**src/rtl/cpu_pkg.sv**
```systemverilog
// Shared types and constants for the 9-bit, 7-register multi-cycle CPU.
package cpu_pkg;

  localparam int ADDR_W   = 10;
  localparam int DATA_W   = 9;
  localparam int NUM_REGS = 7;
  localparam int CNT_W    = 16;
  localparam int INSTR_W  = 22;
  localparam int OPC_W    = 4;
  localparam int SEL_W    = 3;

  // Bit positions of the instruction fields (LSB of each field).
  localparam int OPC_LSB  = 18;
  localparam int SRCA_LSB = 15;
  localparam int SRCB_LSB = 12;
  localparam int DEST_LSB = 9;
  localparam int IMM_LSB  = 0;

  localparam logic [OPC_W-1:0] OP_MOVI = 4'd13;
  localparam logic [OPC_W-1:0] OP_NOP  = 4'd14;
  localparam logic [OPC_W-1:0] OP_HALT = 4'd15;

  // Select value one past the last register file entry; a write to it flags an illegal instruction.
  localparam logic [SEL_W-1:0] BAD_REG = SEL_W'(NUM_REGS);

  typedef enum logic [2:0] {
    IDLE,
    FETCH,
    DECODE,
    EXECUTE,
    WRITEBACK,
    HALTED
  } state_t;

  typedef struct packed {
    logic [OPC_W-1:0]  opcode;
    logic [SEL_W-1:0]  src_a;
    logic [SEL_W-1:0]  src_b;
    logic [SEL_W-1:0]  dest;
    logic [DATA_W-1:0] imm;
  } instr_t;

  // Split a raw RAM word into its named fields.
  function automatic instr_t unpack_instr(input logic [INSTR_W-1:0] word);
    instr_t ins;
    ins.opcode = word[OPC_LSB  +: OPC_W];
    ins.src_a  = word[SRCA_LSB +: SEL_W];
    ins.src_b  = word[SRCB_LSB +: SEL_W];
    ins.dest   = word[DEST_LSB +: SEL_W];
    ins.imm    = word[IMM_LSB  +: DATA_W];
    return ins;
  endfunction

endpackage

```
**src/rtl/cpu_sequencer_decoder.sv**
```systemverilog
// Combinational instruction decoder: IR -> datapath selects and intent flags.
module instr_decoder
  import cpu_pkg::*;
(
  input  instr_t             ir,
  output logic [OPC_W-1:0]   alu_op,
  output logic [SEL_W-1:0]   src_a_sel,
  output logic [SEL_W-1:0]   src_b_sel,
  output logic [SEL_W-1:0]   dest_sel,
  output logic [DATA_W-1:0]  imm_out,
  output logic               imm_sel,
  output logic               wr_intent,
  output logic               is_halt
);

  // Field routing and opcode classification.
  // NOTE: every output gets a default first so no path can infer a latch.
  always_comb begin
    alu_op    = '0;
    src_a_sel = ir.src_a;
    src_b_sel = ir.src_b;
    dest_sel  = ir.dest;
    imm_out   = ir.imm;
    imm_sel   = 1'b0;
    wr_intent = 1'b0;
    is_halt   = 1'b0;
    case (ir.opcode)
      OP_MOVI: begin
        imm_sel   = 1'b1;
        wr_intent = 1'b1;
      end
      OP_NOP:  ;
      OP_HALT: is_halt = 1'b1;
      default: begin
        alu_op    = ir.opcode;
        wr_intent = 1'b1;
      end
    endcase
  end

endmodule

```
**src/rtl/cpu_sequencer.sv**
```systemverilog
// Multi-cycle control unit: FETCH -> DECODE -> EXECUTE -> WRITEBACK per instruction.
module cpu_sequencer
  import cpu_pkg::*;
(
  input  logic               clock,
  input  logic               reset,
  input  logic               start,
  input  logic               mem_ready,
  input  logic [INSTR_W-1:0] instr_in,
  output logic [ADDR_W-1:0]  pc_out,
  output logic [OPC_W-1:0]   alu_op,
  output logic [SEL_W-1:0]   src_a_sel,
  output logic [SEL_W-1:0]   src_b_sel,
  output logic [DATA_W-1:0]  imm_out,
  output logic               imm_sel,
  output logic [SEL_W-1:0]   dest_sel,
  output logic               reg_we,
  output logic               halted,
  output logic               illegal,
  output logic [CNT_W-1:0]   retired
);

  state_t            state_q, state_d;
  instr_t            ir_q;
  logic [ADDR_W-1:0] pc_q;
  logic [CNT_W-1:0]  retired_q;
  logic              illegal_q;
  logic              reg_we_q;
  logic              wr_intent;
  logic              is_halt;
  logic              dest_ok;

  // Selects follow IR directly; IR only changes on leaving FETCH, so they are
  // stable from DECODE through WRITEBACK.
  instr_decoder u_dec (
    .ir        (ir_q),
    .alu_op    (alu_op),
    .src_a_sel (src_a_sel),
    .src_b_sel (src_b_sel),
    .dest_sel  (dest_sel),
    .imm_out   (imm_out),
    .imm_sel   (imm_sel),
    .wr_intent (wr_intent),
    .is_halt   (is_halt)
  );

  assign dest_ok = (ir_q.dest != BAD_REG);

  // State register.
  // NOTE: sequential state uses non-blocking assignments so all flops update together.
  always_ff @(posedge clock or posedge reset) begin
    if (reset) state_q <= IDLE;
    else       state_q <= state_d;
  end

  // Next-state logic.
  always_comb begin
    state_d = state_q;
    case (state_q)
      IDLE:      if (start)     state_d = FETCH;
      FETCH:     if (mem_ready) state_d = DECODE;
      DECODE:    state_d = is_halt ? HALTED : EXECUTE;
      EXECUTE:   state_d = WRITEBACK;
      WRITEBACK: state_d = FETCH;
      HALTED:    state_d = HALTED;
      default:   state_d = IDLE;
    endcase
  end

  // Datapath registers: IR, PC, retire counter, sticky illegal flag, write enable.
  always_ff @(posedge clock or posedge reset) begin
    if (reset) begin
      ir_q      <= '0;
      pc_q      <= '0;
      retired_q <= '0;
      illegal_q <= 1'b0;
      reg_we_q  <= 1'b0;
    end else begin
      // reg_we is registered so it is high for the whole WRITEBACK cycle.
      reg_we_q <= (state_q == EXECUTE) && wr_intent && dest_ok;

      if ((state_q == EXECUTE) && wr_intent && !dest_ok)
        illegal_q <= 1'b1;

      case (state_q)
        IDLE:  pc_q <= '0;
        FETCH: if (mem_ready) ir_q <= unpack_instr(instr_in);
        WRITEBACK: begin
          pc_q <= pc_q + ADDR_W'(1);
          if (retired_q != '1)
            retired_q <= retired_q + CNT_W'(1);
        end
        default: ;
      endcase
    end
  end

  assign pc_out  = pc_q;
  assign retired = retired_q;
  assign illegal = illegal_q;
  assign reg_we  = reg_we_q;
  assign halted  = (state_q == HALTED);

endmodule

```
**config.mk**
```make
export PLATFORM = sky130hd
export DESIGN_NAME = cpu_sequencer
export DESIGN_NICKNAME = d
export VERILOG_FILES = /design/src/rtl/cpu_pkg.sv /design/src/rtl/cpu_sequencer_decoder.sv /design/src/rtl/cpu_sequencer.sv
export SDC_FILE = /design/constraint.sdc
export NUM_CORES = 1
export LEC_CHECK = 0
export ABC_AREA = 1
export CELL_PAD_IN_SITES_DETAIL_PLACEMENT = 0
export CELL_PAD_IN_SITES_GLOBAL_PLACEMENT = 2
export CORE_MARGIN = 2
export CORE_UTILIZATION = 37
export CTS_BUF_LIST = sky130_fd_sc_hd__clkbuf_2
export CTS_CLUSTER_SIZE = 24
export DETAILED_ROUTE_END_ITERATION = 10
export DONT_BUFFER_PORTS = 1
export PLACE_DENSITY = 0.94
export SYNTH_ARGS = -nofsm -noshare
export SYNTH_HDL_FRONTEND = slang
export SYNTH_SLANG_ARGS = --single-unit
export TNS_END_PERCENT = 30
```
**constraint.sdc**
```tcl
create_clock -name clock -period 1.77 [get_ports clock]
set_input_delay 0.177 -clock clock [delete_from_list [all_inputs] [get_ports clock]]
set_output_delay 0.177 -clock clock [all_outputs]
set_load 0.005 [all_outputs]
```
==> run_results.csv <==
group,metric,value,unit
outcome,status,"completed",
logic_synthesis,syn-cell-area,2780,um2
cells_and_area,fin_util,45.1,%
placed_design,hpwl,4370,um
logic_synthesis,synth-seq-cells,53,
power_and_ir_drop,p_per_area,1130,nW/um2
detailed_routing,vias,2337,
placed_design,dpl.cell_count,440,
cells_and_area,finalNonFillerCells,487,
floorplanning,io_pins,78,
cts,clockRootBuffer,"clkbuf_2",
global_route,grt_pass1_wl,11600,um
cts,cts_buffers,5,
detailed_routing,via_per_inst,4.80,
critical_path,worstSetupPathType,"reg -> reg",
cts,cts_tree,"yes",
global_route,antenna_found_initial,0,
cells_and_area,final_cell_area,3270,um2
logic_synthesis,synth.yosys.seq_area_share,47.7,%
cells_and_area,drive_gt1_share,9.28,%
sta,fin_crit_sh,98.2,%
power_and_ir_drop,pwr-share-seq,51.0,%
floorplanning,start_util,38.4,%
logic_synthesis,synth_flop_cell,"dfrtp_1",
placed_design,dp_slack,0.239,ns
sta,setup_violations,0,
cells_and_area,fin_nets,416,
logic_synthesis,synth_cell_type_count,27,
sta,layout_min_cycle_time,1.74,ns
logic_synthesis,yosysTopAreaCell,"dfrtp_1",
sta,slew_headroom,74.3,%
critical_path,worstSetupEndpointType,"flop",
sta,report.final.slew_viol_count,0,
cts,clkTransAtPathRegs,0.26,ns
sta,fin_skew,0.0216,ns
sta,tightest_slew,0.384,ns
detailed_routing,dr.first_iter.drc_count,106,
logic_synthesis,async_flop_share,100,%
detailed_routing,routedWlPerCell,14.1,um
placed_design,routabilityCongestion,0.759,
cells_and_area,diodes,0,
cts,clock_sink_count,53,
power_and_ir_drop,swShare,41.0,%
floorplanning,core,7250,um2
hold_path,worstHoldStart,"mem_ready",
power_and_ir_drop,combPwrFrac,36.1,%
detailed_routing,finalWirelength,6850,um
sta,rsz0062_at_grt,"true",
sta,hold_viol_final,0,
power_and_ir_drop,internal_power,2.19,mW
critical_path,arrival,2.14,ns
logic_synthesis,synthCells,358,
critical_path,crit_start,"state_q[2]",
logic_synthesis,syn_avg_cell_area,7.77,um2
sta,finalSetupTns,0,ns
critical_path,worstSetupStartpointType,"flop",
critical_path,required,2.17,ns
logic_synthesis,synth-edff-count,0,
global_route,track_usage,17.4,%
floorplanning,dieWidth,90.7,um
power_and_ir_drop,ir_drop,653,uV
cells_and_area,synthToLayoutAreaGrowth,17.5,%
logic_synthesis,syn_nets,386,
critical_path,timing.rr.start,"state_q[2]",
cts,htreeDepth,2,
placed_design,place_area,2810,um2
hold_path,hold_class,"in -> reg",
global_route,grt_max_degree,54,
global_route,overflow,0,
power_and_ir_drop,clkPwrFrac,12.9,%
power_and_ir_drop,p_sw,1.52,mW
power_and_ir_drop,p_leak,1.50,nW
floorplanning,row_count,31,
cts,worstSkewPairLatency,0.45,ns
global_route,first_global_vias,2375,
cts,cts.path.max_buffers,2,
sta,fin_ws,0.0317,ns
logic_synthesis,synth_top_area_share,47.7,%
detailed_routing,remaining_drc_errors,0,
logic_synthesis,ys_top_cells_by_area,"dfrtp_1 48%, nand2_1 15%, nand3_1 6.3%",
logic_synthesis,ys_warn_count,0,
sta,fmax,575,MHz
floorplanning,fp.dieArea,8230,um2
detailed_routing,firstDrtPassIters,4,
floorplanning,die_y,90.7,um
detailed_routing,detail-route-antenna-nets,0,
placed_design,io_buffers,0,
critical_path,crit_path_max_fanout,10,
cells_and_area,fillers,743,
job,cap_violations,0,
==> final timing paths <==
kind,slack [ns],depth (start not counted),endpoint
worst max register to register,0.03,5,ir_q[13]
min in group asynchronous,0.20,3,retired[4]
worst min register to register,0.54,2,ir_q[12]
worst min-delay path,0.03,3,ir_q[12]
max in group asynchronous,1.31,3,state_q[1]
worst max-delay path,0.03,5,ir_q[13]
==> what timing repair did <==
| item | in CTS | in global routing |
|---|---|---|
| gates resized for setup | 0 | 16 |
| hold endpoints to repair | 77 | 0 |
| hold buffers | 37 | 0 |
| setup buffers | 0 | 2 |
| setup endpoints to repair | 0 | 12 |
==> metrics by stage <==
step	hold WS, ns	power [mW]
final	0.0319	3.70
after global routing	0.00952	4.02
after CTS	0.0495	3.61
after detailed placement	0.149	3.03
after global placement	0.139	2.99
after floorplan	0.322	2.93
==> synth_stat cells (all sizes together) (2+ instances only) <==
| cell | n |
|---|---|
| clkbuf | 3 |
| nand4 | 7 |
| ha | 2 |
| o21ai | 18 |
| nand3 | 35 |
| nor2 | 39 |
| buf | 24 |
| nor3 | 7 |
| inv | 28 |
| xnor2 | 6 |
| nand2 | 115 |
| and3 | 3 |
| a21oi | 13 |
| dfrtp | 53 |
==> power by group through the flow <==
stage | clock (mW) | combinational (mW) | sequential, mW
3_3_place_gp | 0 | 1.09 | 1.90
3_5_place_dp | 0 | 1.13 | 1.90
6_report | 0.479 | 1.34 | 1.89
5_1_grt | 0.538 | 1.54 | 1.94
2_1_floorplan | 0 | 1.16 | 1.77
4_1_cts | 0.500 | 1.23 | 1.88
==> cell usage in the layout (no fill, tap or decap), types with 2 or more instances in the layout <==
cell type / synthesis / final
nand2_2: 2 / 2
inv_2: 4 / 5
nand2_1: 113 / 113
xnor2_1: 6 / 6
clkbuf_2: 0 / 6
and3_1: 3 / 3
nor2_4: 2 / 2
buf_4: 20 / 11
a21oi_1: 13 / 13
nor2_1: 35 / 35
o21ai_0: 15 / 15
o21ai_2: 3 / 3
nor3_1: 6 / 6
nand3_1: 35 / 35
nor2_2: 2 / 2
dlygate4sd3_1: 0 / 27
dfrtp_2: 0 / 2
dfrtp_1: 53 / 51
nand4_1: 7 / 7
ha_1: 2 / 2
inv_1: 24 / 23
dlymetal6s4s_1: 0 / 10
==> cell families after synthesis <==
logic type | Yosys count | share of synthesized area (%)
AO/OA/AOI/OAI | 33 | 6.56
XOR/XNOR | 7 | 2.20
adder cells (fa/ha/maj) | 2 | 0.899
buffers and inverters | 55 | 10.5
AND/OR/NAND/NOR | 208 | 32.1
flip-flops | 53 | 47.7
==> layout make-up <==
cell class | count | area (um2) | area share (%)
multi-input cells | 250 | 1170 | 35.8
well taps | 99 | 124 | 3.79
flip-flops and latches | 53 | 1330 | 40.6
clock inverters | 1 | 3.75 | 0.115
inverters | 28 | 105 | 3.21
repair buffers | 50 | 509 | 15.6
clock buffers | 6 | 30.0 | 0.918
==> critical path: stages, from the launching register on <==
cell and delay, ns:
dfrtp_2 0.50, nor3_4 0.26, buf_4 0.23, nand3_1 0.07, dlygate4sd3_1 0.56, nand2_1 0.07
==> registers in the layout (all words and copies together), names as in the netlist <==
name     count
state_q      3
reg_we       1
illegal      1
ir_q        22
retired     16
pc_out      10
==> metal layers <==
metal	global-route usage [%]	routed length, um
met5	0	0
met4	5.38	101
met1	22.3	3200
met2	27.9	3020
met3	5.84	527
No activity file was read; power rests on OpenSTA's default activity.
